[config.mk]
export PLATFORM = sky130hd
export DESIGN_NAME = npu_dispatch_ctrl
export DESIGN_NICKNAME = d
export VERILOG_FILES = /design/src/rtl/npu_pkg.sv /design/src/rtl/npu_busy_counter.sv /design/src/rtl/npu_dispatch_ctrl.sv
export SDC_FILE = /design/constraint.sdc
export NUM_CORES = 1
export LEC_CHECK = 0
export BUFFER_PORTS_ARGS = -buffer_cell sky130_fd_sc_hd__buf_2
export CAP_MARGIN = 20
export CELL_PAD_IN_SITES_DETAIL_PLACEMENT = 0
export CELL_PAD_IN_SITES_GLOBAL_PLACEMENT = 1
export CORE_ASPECT_RATIO = 1.1
export CORE_UTILIZATION = 38
export CTS_BUF_LIST = sky130_fd_sc_hd__clkbuf_4 sky130_fd_sc_hd__clkbuf_8 sky130_fd_sc_hd__clkbuf_16
export DETAILED_ROUTE_END_ITERATION = 12
export PLACE_DENSITY_LB_ADDON = 0.2
export SETUP_SLACK_MARGIN = 0.1
export SLEW_MARGIN = 20
export SYNTH_ARGS = -nofsm -noshare
export SYNTH_HDL_FRONTEND = slang
export SYNTH_SLANG_ARGS = --single-unit
[constraint.sdc]
create_clock -name clk -period 4.6 [get_ports clk]
set_input_delay 0.92 -clock clk [delete_from_list [all_inputs] [get_ports clk]]
set_output_delay 0.92 -clock clk [all_outputs]
set_load 0.01 [all_outputs]
[src/rtl/npu_pkg.sv]
// Shared types and constants for the matr-instruction NPU dispatch controller.
package npu_pkg;

   typedef enum logic [1:0] {
      IDLE   = 2'd0,
      ISSUE  = 2'd1,
      WAIT   = 2'd2,
      RETIRE = 2'd3
   } npu_state_t;

   localparam int NPU_ADDR_W = 32;
   localparam int NPU_CNT_W  = 16;

   // Written back instead of a cycle count when the watchdog fires.
   localparam logic [31:0] NPU_TIMEOUT_DATA = 32'hFFFF_FFFF;

endpackage

[src/rtl/npu_busy_counter.sv]
// Saturating busy-cycle counter with synchronous clear and enable.
// With NPU_TIMEOUT_EN defined it also flags the cycle whose increment lands on LIMIT.
module npu_busy_counter #(
   parameter int CNT_W = 16,
   parameter int LIMIT = 65535
) (
   input  logic             clk,
   input  logic             reset_n,
   input  logic             clr,
   input  logic             en,
   output logic [CNT_W-1:0] count_nxt
`ifdef NPU_TIMEOUT_EN
   ,
   output logic             tc
`endif
);

   localparam logic [CNT_W-1:0] LIM = CNT_W'(LIMIT);

   logic [CNT_W-1:0] count;
   logic             at_lim;

   assign at_lim    = (count == LIM);
   assign count_nxt = (en && !at_lim) ? count + CNT_W'(1) : count;

`ifdef NPU_TIMEOUT_EN
   assign tc = en && !at_lim && (count_nxt == LIM);
`endif

   always_ff @(posedge clk or negedge reset_n) begin
      if (!reset_n)
         count <= '0;
      else if (clr)
         count <= '0;
      else
         count <= count_nxt;
   end

endmodule

[src/rtl/npu_dispatch_ctrl.sv]
// Launches a matr instruction on the NPU, stalls the front end until ack, then
// writes the busy-cycle count to rd. Optional watchdog: define NPU_TIMEOUT_EN.
module npu_dispatch_ctrl
   import npu_pkg::*;
#(
   parameter int ADDR_W  = NPU_ADDR_W,
   parameter int CNT_W   = NPU_CNT_W,
   parameter int TIMEOUT = 1024
) (
   input  logic              clk,
   input  logic              reset_n,
   input  logic              id_matr,
   input  logic [ADDR_W-1:0] id_rs1_data,
   input  logic [ADDR_W-1:0] id_rs2_data,
   input  logic [4:0]        id_rd,
   input  logic              ack,
   output logic              EN_NPU,
   output logic [ADDR_W-1:0] npu_src_addr,
   output logic [ADDR_W-1:0] npu_dst_addr,
   output logic              stall,
   output logic              wb_en,
   output logic [4:0]        wb_rd,
   output logic [31:0]       wb_data,
   output logic              npu_err
);

   if (TIMEOUT < 2 || TIMEOUT > (1 << CNT_W) - 1) begin : g_bad_timeout
      $error("npu_dispatch_ctrl: TIMEOUT must lie in [2, 2**CNT_W-1]");
   end

`ifdef NPU_TIMEOUT_EN
   localparam int CNT_LIMIT = TIMEOUT;
   logic cnt_tc;
`else
   localparam int CNT_LIMIT = (1 << CNT_W) - 1;
`endif

   npu_state_t       state;
   logic [4:0]       rd_q;
   logic [CNT_W-1:0] cnt_nxt;
   logic             cnt_clr;
   logic             cnt_en;

   // Stall must assert in the detect cycle itself so the instruction stays in ID.
   assign stall   = (state != IDLE) || id_matr;
   assign cnt_clr = (state == IDLE) && id_matr;
   assign cnt_en  = (state == ISSUE) || (state == WAIT);

   npu_busy_counter #(
      .CNT_W (CNT_W),
      .LIMIT (CNT_LIMIT)
   ) u_cnt (
      .clk       (clk),
      .reset_n   (reset_n),
      .clr       (cnt_clr),
      .en        (cnt_en),
      .count_nxt (cnt_nxt)
`ifdef NPU_TIMEOUT_EN
      ,
      .tc        (cnt_tc)
`endif
   );

`ifndef NPU_TIMEOUT_EN
   assign npu_err = 1'b0;
`endif

   always_ff @(posedge clk or negedge reset_n) begin
      if (!reset_n) begin
         state        <= IDLE;
         EN_NPU       <= 1'b0;
         npu_src_addr <= '0;
         npu_dst_addr <= '0;
         rd_q         <= '0;
         wb_en        <= 1'b0;
         wb_rd        <= '0;
         wb_data      <= '0;
`ifdef NPU_TIMEOUT_EN
         npu_err      <= 1'b0;
`endif
      end else begin
         wb_en <= 1'b0;
         case (state)
            IDLE: begin
               if (id_matr) begin
                  npu_src_addr <= id_rs1_data;
                  npu_dst_addr <= id_rs2_data;
                  rd_q         <= id_rd;
                  EN_NPU       <= 1'b1;
                  state        <= ISSUE;
               end
            end
            ISSUE: begin
               // An ack already in the launch cycle counts as a WAIT-state ack.
               if (ack) begin
                  EN_NPU  <= 1'b0;
                  wb_en   <= 1'b1;
                  wb_rd   <= rd_q;
                  wb_data <= 32'(cnt_nxt);
                  state   <= RETIRE;
               end else begin
                  state <= WAIT;
               end
            end
            WAIT: begin
               if (ack) begin
                  EN_NPU  <= 1'b0;
                  wb_en   <= 1'b1;
                  wb_rd   <= rd_q;
                  wb_data <= 32'(cnt_nxt);
                  state   <= RETIRE;
               end
`ifdef NPU_TIMEOUT_EN
               else if (cnt_tc) begin
                  EN_NPU  <= 1'b0;
                  npu_err <= 1'b1;
                  wb_en   <= 1'b1;
                  wb_rd   <= rd_q;
                  wb_data <= NPU_TIMEOUT_DATA;
                  state   <= RETIRE;
               end
`endif
            end
            RETIRE: begin
               state <= IDLE;
            end
            default: begin
               EN_NPU <= 1'b0;
               state  <= IDLE;
            end
         endcase
      end
   end

endmodule
==> impl_metrics.toml, run 1 <==
[status]
status = "finished, final reports clean"

[worst_setup_path]
worstSetupStartpointType = "flop"
cp_max_fo = 25
crit_arrival_ns = 2.66
cp-endpoint = "wb_data[1]"
cp_num_buf_inv = 2
slowest_stage = "inv_2"
path_common_cell = "nand2_1"
rrSetupSlack_ns = 2.21
cpPeakStageDelay_ns = 0.53
r2r_cells = 7
cp_top_family = "simple AND/OR/NAND/NOR gates"
crit_chain = "inv_1 > ha_1 > nand2_1 > inv_2 > nand2_1 > a21o_1 > nand3_1"
worstSetupPathType = "reg2reg"
crit_cells = 7
endpoint_kind = "flop"
r2r-end = "wb_data[1]"
crit_required_ns = 4.87
cp-startpoint = "state[1]"
rr_startpoint = "state[1]"

[floorplanning]
die_area_um2 = 12800
die_h_um = 119
die_w_um = 108
num_rows = 42
io_pins = 178
core-area_um2 = 12000
initial_core_util = 0.391

[cts]
ctsHoldBuffers = 0
cts_setup_buffers = 0
cts-root-buf = "clkbuf_16"
cts_tree = "done"
cts.reportedPaths.clkPinSlew_ns = 0.07
cts_resized = 0
ctsLongestPathBuffers = 2
cts.sinks = 110
cts_buffers = 9
cts_max_level = 3
insertion_delay_ns = 0.34

[grt]
grt_pass1_vias = 3817
grt_pass1_wl_um = 18000
grtUsageTotal = 0.178
grt_max_degree = 56
antenna_found_initial = 0
grt-ovfl-total = 0

[synthesis]
synth_compound_area_frac = 0.0659
yosys.area_share.simple = 0.275
ys.flop_type = "dfrtp_1"
seq_area_frac_synth = 0.585
async_flop_share = 1.00
synth_edf_count = 0
syn_avg_cell_area_um2 = 9.12
synth-seq-cells = 110
synth_fa_ha_area_frac = 0.0159
synth_xor_area_frac = 0
syn_inst = 516
ys_warn_count = 0
yosysUniqueCellTypes = 45
synth_top_family_by_area = "simple AND/OR/NAND/NOR gates"
synthesis.area_um2 = 4710
synthMuxAreaShare = 0.00665

[place]
port-buffer-count = 160
hpwl_um = 7590
place_congestion = 0.734

[sta]
report.final.slew_viol_count = 0
skew_ns = 0.00756
slew_headroom = 0.393
post-route-period-util = 0.519
timing_hold_violations_final = 0
finalSetupTns_ns = 0
rsz0062_at_grt = "false"
max_freq_ghz = 0.419
worst_slew_pin_slew_ns = 0.910
timing.final.crit_period_ns = 2.39
setup_violations = 0

[worst_hold_path]
hp-class = "reg2reg"

[power_and_ir_drop]
combPwrFrac = 0.371
post-layout-total-power_mw = 3.72
peakVddDrop_mv = 0.245
sw_frac_of_total = 0.375
share_clk_of_total_power = 0.202
power.density_nw_per_um2 = 635
p_int_mw = 2.33
switchingPower_mw = 1.39
total_leakage_power_nw = 3.25
p_seq_frac = 0.428

[run]
maxCapViolCount = 0

[route]
dr.pass1.iters = 4
initialDrtViolationCount = 194
wl_per_cell_um = 13.2
drc_errors = 0
avgViaCountPerCell = 4.71
vias = 3888
routed_wl_um = 10900
postRouteAntennaNets = 0

[layout]
final_util = 0.488
diodes = 0
nFillCells = 1213
synthToLayoutAreaGrowth_pct = 24.7
layout.nets = 746
drive_above_1_share = 0.289
## worst min-delay path by stage
stage | startpoint | end | slack, ns | depth (start not counted)
finish | rd_q[3] | wb_rd[3] | 0.47 | 2
global route | npu_src_addr[18] | npu_src_addr[18] | 0.49 | 2
CTS | rd_q[3] | wb_rd[3] | 0.47 | 2
detailed placement | rd_q[3] | wb_rd[3] | 0.45 | 2
global placement | rd_q[3] | wb_rd[3] | 0.45 | 2
floorplan | rd_q[0] | wb_rd[0] | 0.44 | 2
## tightest hold or removal path: stages (launching register included)
cell and delay (ns):
dfrtp_1 0.34, nand2_1 0.05, nand2_1 0.05
## stage by stage
step | cell area (um2) | setup WS (ns) | std cells | hold WS [ns]
detailed placement | 5580 | 2.02 | 810 | 0.450
finish | 5870 | 2.21 | 825 | 0.467
floorplan | 4770 | 2.57 | 532 | 0.439
CTS | 5870 | 2.17 | 825 | 0.467
global route | 5870 | 1.94 | 825 | 0.492
global placement | 5580 | 2.09 | 810 | 0.452
## layer usage
metal / part of all wire / track usage / up-vias
li1: - / - / 1951
met1: 0.42 / 0.217 / 1818
met2: 0.49 / 0.295 / 109
met3: 0.068 / 0.0463 / 10
met4: 0.014 / 0.0736 / 0
met5: 0 / 0 / -
## flip-flops by register name (all words and copies together), names as in the netlist
| name | count |
|---|---|
| wb_en | 1 |
| EN_NPU | 1 |
| wb_data | 16 |
| npu_dst_addr | 32 |
| rd_q | 5 |
| u_cnt.count | 16 |
| state | 2 |
| wb_rd | 5 |
| npu_src_addr | 32 |
## cell type report
type	count	area, um2	share of cell area
clock buffers	13	274	0.0467
flip-flops and latches	110	2750	0.469
inverters	5	18.8	0.00320
multi-input cells	377	1780	0.303
clock inverters	2	16.3	0.00277
repair buffers	164	833	0.142
well taps	154	193	0.0328
## cell families after synthesis
| logic type | after synthesis |
|---|---|
| AOI/OAI and AO/OA | 48 |
| adders and majority gates | 6 |
| buffers and inverters | 45 |
| DFF | 110 |
| muxes | 3 |
| other | 1 |
| and+or+nand+nor | 303 |
## synthesized netlist by cell type (2+ instances only)
| library cell | instances | share of area |
|---|---|---|
| o31ai_1 | 9 | 0.014 |
| nand2b_1 | 3 | 0.0040 |
| nor3_1 | 7 | 0.0074 |
| nand2_1 | 241 | 0.19 |
| dfrtp_1 | 110 | 0.58 |
| buf_1 | 4 | 0.0032 |
| nand4_1 | 5 | 0.0066 |
| and3_1 | 3 | 0.0040 |
| buf_4 | 18 | 0.029 |
| a31oi_1 | 8 | 0.011 |
| mux2i_1 | 2 | 0.0043 |
| nand3_1 | 10 | 0.011 |
| o21ai_0 | 5 | 0.0053 |
| inv_1 | 4 | 0.0032 |
| and4_1 | 2 | 0.0037 |
| a21oi_1 | 15 | 0.016 |
| nand3_2 | 3 | 0.0064 |
| o21a_1 | 2 | 0.0032 |
| nor2_1 | 12 | 0.0096 |
| or4_1 | 3 | 0.0048 |
| clkbuf_1 | 17 | 0.014 |
| or3_1 | 5 | 0.0066 |
| ha_1 | 6 | 0.016 |
## power by group through the flow
stage	Combinational, mW	Clock (mW)	Sequential [mW]
finish	1.38	0.751	1.59
floorplan	0.700	0	1.75
detailed placement	1.41	0	1.61
global placement	1.38	0	1.60
global route	1.57	0.808	1.65
CTS	1.41	0.771	1.60
## cell usage in the layout (no fill, tap or decap), types with 2 or more instances in the layout
master / instances
or4_1: 3
nor2_1: 12
nand4_1: 5
inv_1: 4
a21oi_1: 15
conb_1: 17
a31oi_1: 8
and4_1: 2
and3_1: 3
nand3_2: 3
o21ai_0: 5
buf_4: 5
clkbuf_16: 9
nor3_1: 7
nand2b_1: 3
o31ai_1: 9
mux2i_1: 2
buf_2: 159
dfrtp_1: 110
nand2_1: 240
or3_1: 5
o21a_1: 2
ha_1: 6
nand3_1: 10
clkbuf_8: 3
nand2_2: 2
Note: power is estimated with default switching activity, not from simulation.
==> run 2: changes to the inputs <==
--- a/config.mk
+++ b/config.mk
@@ -5,12 +5,13 @@
 export SDC_FILE = /design/constraint.sdc
 export NUM_CORES = 1
 export LEC_CHECK = 0
+export ABC_AREA = 1
 export BUFFER_PORTS_ARGS = -buffer_cell sky130_fd_sc_hd__buf_2
 export CAP_MARGIN = 20
 export CELL_PAD_IN_SITES_DETAIL_PLACEMENT = 0
 export CELL_PAD_IN_SITES_GLOBAL_PLACEMENT = 1
 export CORE_ASPECT_RATIO = 1.1
-export CORE_UTILIZATION = 38
+export CORE_UTILIZATION = 36
 export CTS_BUF_LIST = sky130_fd_sc_hd__clkbuf_4 sky130_fd_sc_hd__clkbuf_8 sky130_fd_sc_hd__clkbuf_16
 export DETAILED_ROUTE_END_ITERATION = 12
 export PLACE_DENSITY_LB_ADDON = 0.2
==> constraint.sdc (replaced) <==
create_clock -name clk -period 2.42 [get_ports clk]
set_input_delay 0.484 -clock clk [delete_from_list [all_inputs] [get_ports clk]]
set_output_delay 0.484 -clock clk [all_outputs]
set_load 0.01 [all_outputs]
==> run 2 against run 1 <==
Effect of this change:
- highest routed layer unchanged
- largest power group unchanged
- flip-flop and latch count is the same
- synthesized cell count grew 15%
- cell area grew 4.4%
- sequential share of layout area shrank 2.0 points
- core utilization shrank 2.6 points
==> impl_metrics.toml, run 2 <==
[sta]
hold-worst-slack_ns = 0.0301
worst_slew_pin_slew_ns = 0.721
finalSetupTns_ns = 0
post-route-period-util = 0.806
report.final.slew_viol_count = 0
timing.final.crit_period_ns = 1.95
slew_headroom = 0.519
timing_hold_violations_final = 0
setup_violations = 0
rsz0062_at_grt = "false"
skew_ns = 0.00753
max_freq_ghz = 0.512

[cts]
ctsLongestPathBuffers = 2
cts_buffers = 9
cts.sinks = 110
insertion_delay_ns = 0.36
cts_tree = "done"
cts.reportedPaths.clkPinSlew_ns = 0.07
cts_setup_buffers = 0
cts-root-buf = "clkbuf_16"
ctsHoldBuffers = 0
cts_resized = 0
cts_max_level = 3

[synthesis]
synth-seq-cells = 110
synth_top_area_share = 0.561
synth_commonest_cells = "nand2_1, dfrtp_1, inv_1, nor2_1, buf_4"
yosys.area.top_type = "dfrtp_1"
async_flop_share = 1.00
ys.flop_type = "dfrtp_1"
yosysUniqueCellTypes = 26
syn_avg_cell_area_um2 = 8.30
seq_area_frac_synth = 0.561
synthesis.area_um2 = 4900
ys_warn_count = 0
synth_edf_count = 0
ys_top_cells_by_area = "dfrtp_1, nand2_1, nand3_2, buf_4, inv_1"
syn_inst = 591
yosysMostFrequentCell = "nand2_1"

[power_and_ir_drop]
power.density_nw_per_um2 = 1140
peakVddDrop_mv = 0.644
total_leakage_power_nw = 3.53

[worst_setup_path]
endpoint_kind = "output pin"
cp_num_buf_inv = 4
cp_top_family = "flip-flops"
worstSetupStartpointType = "flop"
slowest_stage = "dfrtp_1"
crit_required_ns = 1.94
worstSetupPathType = "reg2out"
crit_arrival_ns = 1.47
crit_chain = "inv_1 > ha_1 > inv_1 > nor2_1 > inv_1 > buf_2"
cpPeakStageDelay_ns = 0.42
cp_max_fo = 4
path_common_cell = "inv_1"

[status]
status = "finished, final reports clean"

[layout]
layout_common_cells = "nand2_1, buf_2, dfrtp_1"
nFillCells = 1336
top_regs = "npu_dst_addr: 32 flops, npu_src_addr: 32 flops"
diodes = 0
synthToLayoutAreaGrowth_pct = 25.0
layout_commonest_cell = "nand2_1"
layout.nets = 825
instances_no_fill = 935
drive_above_1_share = 0.277

[route]
vias = 4068
wl_per_cell_um = 12.4
postRouteAntennaNets = 0
initialDrtViolationCount = 196
drc_errors = 0
avgViaCountPerCell = 4.35
dr.pass1.iters = 4
routed_wl_um = 11600

[worst_hold_path]
hp-class = "in2async"

[floorplanning]
num_rows = 44
die_w_um = 113
die_area_um2 = 14100
io_pins = 178
core-area_um2 = 13300
die_h_um = 124
initial_core_util = 0.370

[place]
hpwl_um = 8170
place_congestion = 0.764
dp.cells = 919
port-buffer-count = 160

[grt]
grtUsageTotal = 0.178
grt_pass1_wl_um = 19800
grt-ovfl-total = 0
grt_pass1_vias = 4069
antenna_found_initial = 0
grt_max_degree = 70

[run]
maxCapViolCount = 0
-- run 2: cell count changes in the layout (fill, tap and decap cells not counted), moves of 4 or more --
cell	delta
nor2_1	+15
nand4_1	-4
nand2_1	+81
a21oi_1	-9
a31oi_1	-8
or3_1	-5
inv_1	+25
o31ai_1	-9
nand3_2	+10
nand3_1	+6
nor3_1	-7
-- run 2: cell type report --
| cell class | count | area (um2) | area share |
|---|---|---|---|
| multi-input combinational | 427 | 1860 | 0.304 |
| sequential | 110 | 2750 | 0.449 |
| inverter | 30 | 113 | 0.0184 |
| clock inverter | 6 | 53.8 | 0.00878 |
| timing repair buffer | 168 | 876 | 0.143 |
| tap | 184 | 230 | 0.0376 |
| clock buffer | 10 | 239 | 0.0390 |
-- run 2: path summary, 6_finish.rpt --
check | startpoint | to | slack, ns | depth (start not counted)
min in group clk | id_rs1_data[14] | npu_src_addr[14] | 0.31 | 3
worst min-delay path | reset_n | EN_NPU | 0.03 | 1
max in group asynchronous | reset_n | npu_src_addr[0] | 1.71 | 2
worst min register to register | rd_q[3] | wb_rd[3] | 0.47 | 2
worst max register to register | state[0] | wb_data[14] | 0.55 | 11
worst max-delay path | state[0] | stall | 0.47 | 6
-- run 2: report_power, final --
| group | total (mW) | switching, mW | internal (mW) |
|---|---|---|---|
| clock | 1.45 | 0.705 | 0.745 |
| combinational | 2.66 | 1.66 | 1.01 |
| sequential | 2.89 | 0.374 | 2.52 |
-- run 2: through the flow --
| stage | total power, mW | area (um2) | util | worst slack (ns) |
|---|---|---|---|---|
| final | 7.01 | 6130 | 0.462 | 0.468 |
| after global routing | 7.61 | 6130 | 0.462 | 0.232 |
| after CTS | 7.12 | 6130 | 0.462 | 0.439 |
| after detailed placement | 5.63 | 5830 | 0.440 | 0.542 |
| after floorplan | 4.53 | 4960 | - | 0.886 |
| after global placement | 5.57 | 5830 | 0.440 | 0.609 |
-- run 2: layer usage --
metal | vias to the layer above | share of wire | GRT usage
met4 | 0 | 0.014 | 0.0519
met2 | 105 | 0.50 | 0.299
met5 | - | 0 | 0
li1 | 2071 | - | -
met1 | 1880 | 0.42 | 0.210
met3 | 12 | 0.066 | 0.0667
-- run 2: cell families after synthesis --
family / synth area share
XOR/XNOR: 0.00536
flip-flops: 0.561
buffers and inverters: 0.0714
AO/OA/AOI/OAI: 0.0115
AND/OR/NAND/NOR: 0.334
other: 0.000765
adder cells (fa/ha/maj): 0.0153
==> run 3: changes to the inputs <==
==> constraint.sdc (replaced) <==
create_clock -name clk -period 1.8 [get_ports clk]
set_input_delay 0.36 -clock clk [delete_from_list [all_inputs] [get_ports clk]]
set_output_delay 0.36 -clock clk [all_outputs]
set_load 0.01 [all_outputs]
==> run 3 against run 2 <==
Effect of this change:
- die area stayed put
- critical path type unchanged
- highest routed layer unchanged
- largest power group unchanged
- clock skew shrank 0.0033 ns
- hold slack improved by 0.17 ns
==> impl_metrics.toml, run 3 (synthesized netlist as in run 2, its figures left out) <==
[worst_setup_path]
worstSetupPathType = "reg2out"
crit_chain = "inv_2 > ha_4 > inv_1 > nor2_2 > inv_2 > buf_2"
cp_max_fo = 4
crit_arrival_ns = 1.27
crit_required_ns = 1.44
worstSetupStartpointType = "flop"
slowest_stage = "dfrtp_1"
rr_startpoint = "state[1]"
endpoint_kind = "output pin"
cp_num_buf_inv = 4
cp_top_family = "flip-flops"
path_common_cell = "inv_2"
cpPeakStageDelay_ns = 0.39
cp-startpoint = "state[0]"

[layout]
top_regs = "npu_dst_addr: 32 flops, npu_src_addr: 32 flops"
final_util = 0.478
layout_common_cells = "nand2_1, buf_2, dfrtp_1"
stdcell_area_um2 = 6340
layout.nets = 842
diodes = 0
synthToLayoutAreaGrowth_pct = 29.4
drive_above_1_share = 0.300
register_area_um2 = 2750
layout_commonest_cell = "nand2_1"
multi_input_area_um2 = 1880
instances_no_fill = 951
nFillCells = 1326

[cts]
ctsLongestPathBuffers = 2
cts.reportedPaths.clkPinSlew_ns = 0.07
insertion_delay_ns = 0.34
cts_max_level = 3
cts.sinks = 110
cts_buffers = 9
cts_tree = "done"
cts-root-buf = "clkbuf_16"

[place]
place_ws_ns = 0.0244
hpwl_um = 8480
port-buffer-count = 160
dp.cells = 928
postPlaceCellArea_um2 = 5960
place_congestion = 0.793

[floorplanning]
die_h_um = 124
num_rows = 44
die_w_um = 113
initial_core_util = 0.370
core-area_um2 = 13300
die_area_um2 = 14100
io_pins = 178

[route]
avgViaCountPerCell = 4.34
vias = 4123
routed_wl_um = 11700
wl_per_cell_um = 12.3
postRouteAntennaNets = 0
initialDrtViolationCount = 156
dr.pass1.iters = 4
drc_errors = 0

[sta]
post-route-period-util = 0.907
setup_violations = 0
finalSetupTns_ns = 0
timing_hold_violations_final = 0
report.final.slew_viol_count = 0
rsz0062_at_grt = "true"
hold-worst-slack_ns = 0.204
timing.final.crit_period_ns = 1.63
fin_ws_ns = 0.168
max_freq_ghz = 0.613
skew_ns = 0.00421

[power_and_ir_drop]
power.density_nw_per_um2 = 1540
post-layout-total-power_mw = 9.76
peakVddDrop_mv = 0.658
total_leakage_power_nw = 3.64

[run]
maxCapViolCount = 0

[worst_hold_path]
hp-start = "id_rs1_data[22]"
hp-class = "in2reg"

[status]
status = "finished, final reports clean"

[grt]
antenna_found_initial = 0
grtUsageTotal = 0.179
grt_pass1_wl_um = 20000
grt_pass1_vias = 4146
grt-ovfl-total = 0
grt_max_degree = 56
==> run 3: cell count changes in the layout (fill, tap and decap cells not counted), sizes merged <==
cell / delta
bufinv: +1
clkinvlp: -1
inv: -1
dlygate4sd3: +1
buf: +16
==> run 3: final cells by class <==
cell class              instances  share of cell area
flip-flops and latches        110               0.434
multi-input cells             427               0.297
repair buffers                185               0.168
clock buffers                  10              0.0377
well taps                     184              0.0363
inverters                      30              0.0178
clock inverters                 5             0.00907
==> run 3: routing by layer <==
metal / up-vias / global-route usage / wire length [um]
met5: - / 0 / 0
met4: 0 / 0.0697 / 192
met3: 13 / 0.0516 / 725
met2: 101 / 0.305 / 5920
met1: 1910 / 0.212 / 4890
li1: 2099 / - / -
==> run 3: power breakdown <==
| group | leakage, nW | switching (mW) | internal, mW |
|---|---|---|---|
| logic | 2.08 | 2.30 | 1.59 |
| registers | 1.41 | 0.495 | 3.39 |
| clock network | 0.149 | 0.875 | 1.11 |
==> run 3: final timing paths <==
kind | endpoint | slack (ns) | depth (start not counted)
max | stall | 0.17 | 6
min | npu_src_addr[22] | 0.20 | 3
max reg2reg | wb_data[8] | 0.25 | 9
min reg2reg | wb_rd[4] | 0.47 | 2
max in group asynchronous | npu_src_addr[27] | 0.68 | 3
min in group asynchronous | EN_NPU | 0.52 | 2
==> run 3: worst min-delay path, cell delays in order <==
cell	delay, ns
buf_2	0.07
nand2_1	0.04
nand2_1	0.04
==> run 3: what timing repair did <==
item                       in CTS  in global routing
hold endpoints to repair       29                  0
hold buffers                    1                  0
buffers inserted                2                  5
setup endpoints to repair      10                 26
resized for setup               4                  4
pin swaps                       1                  3
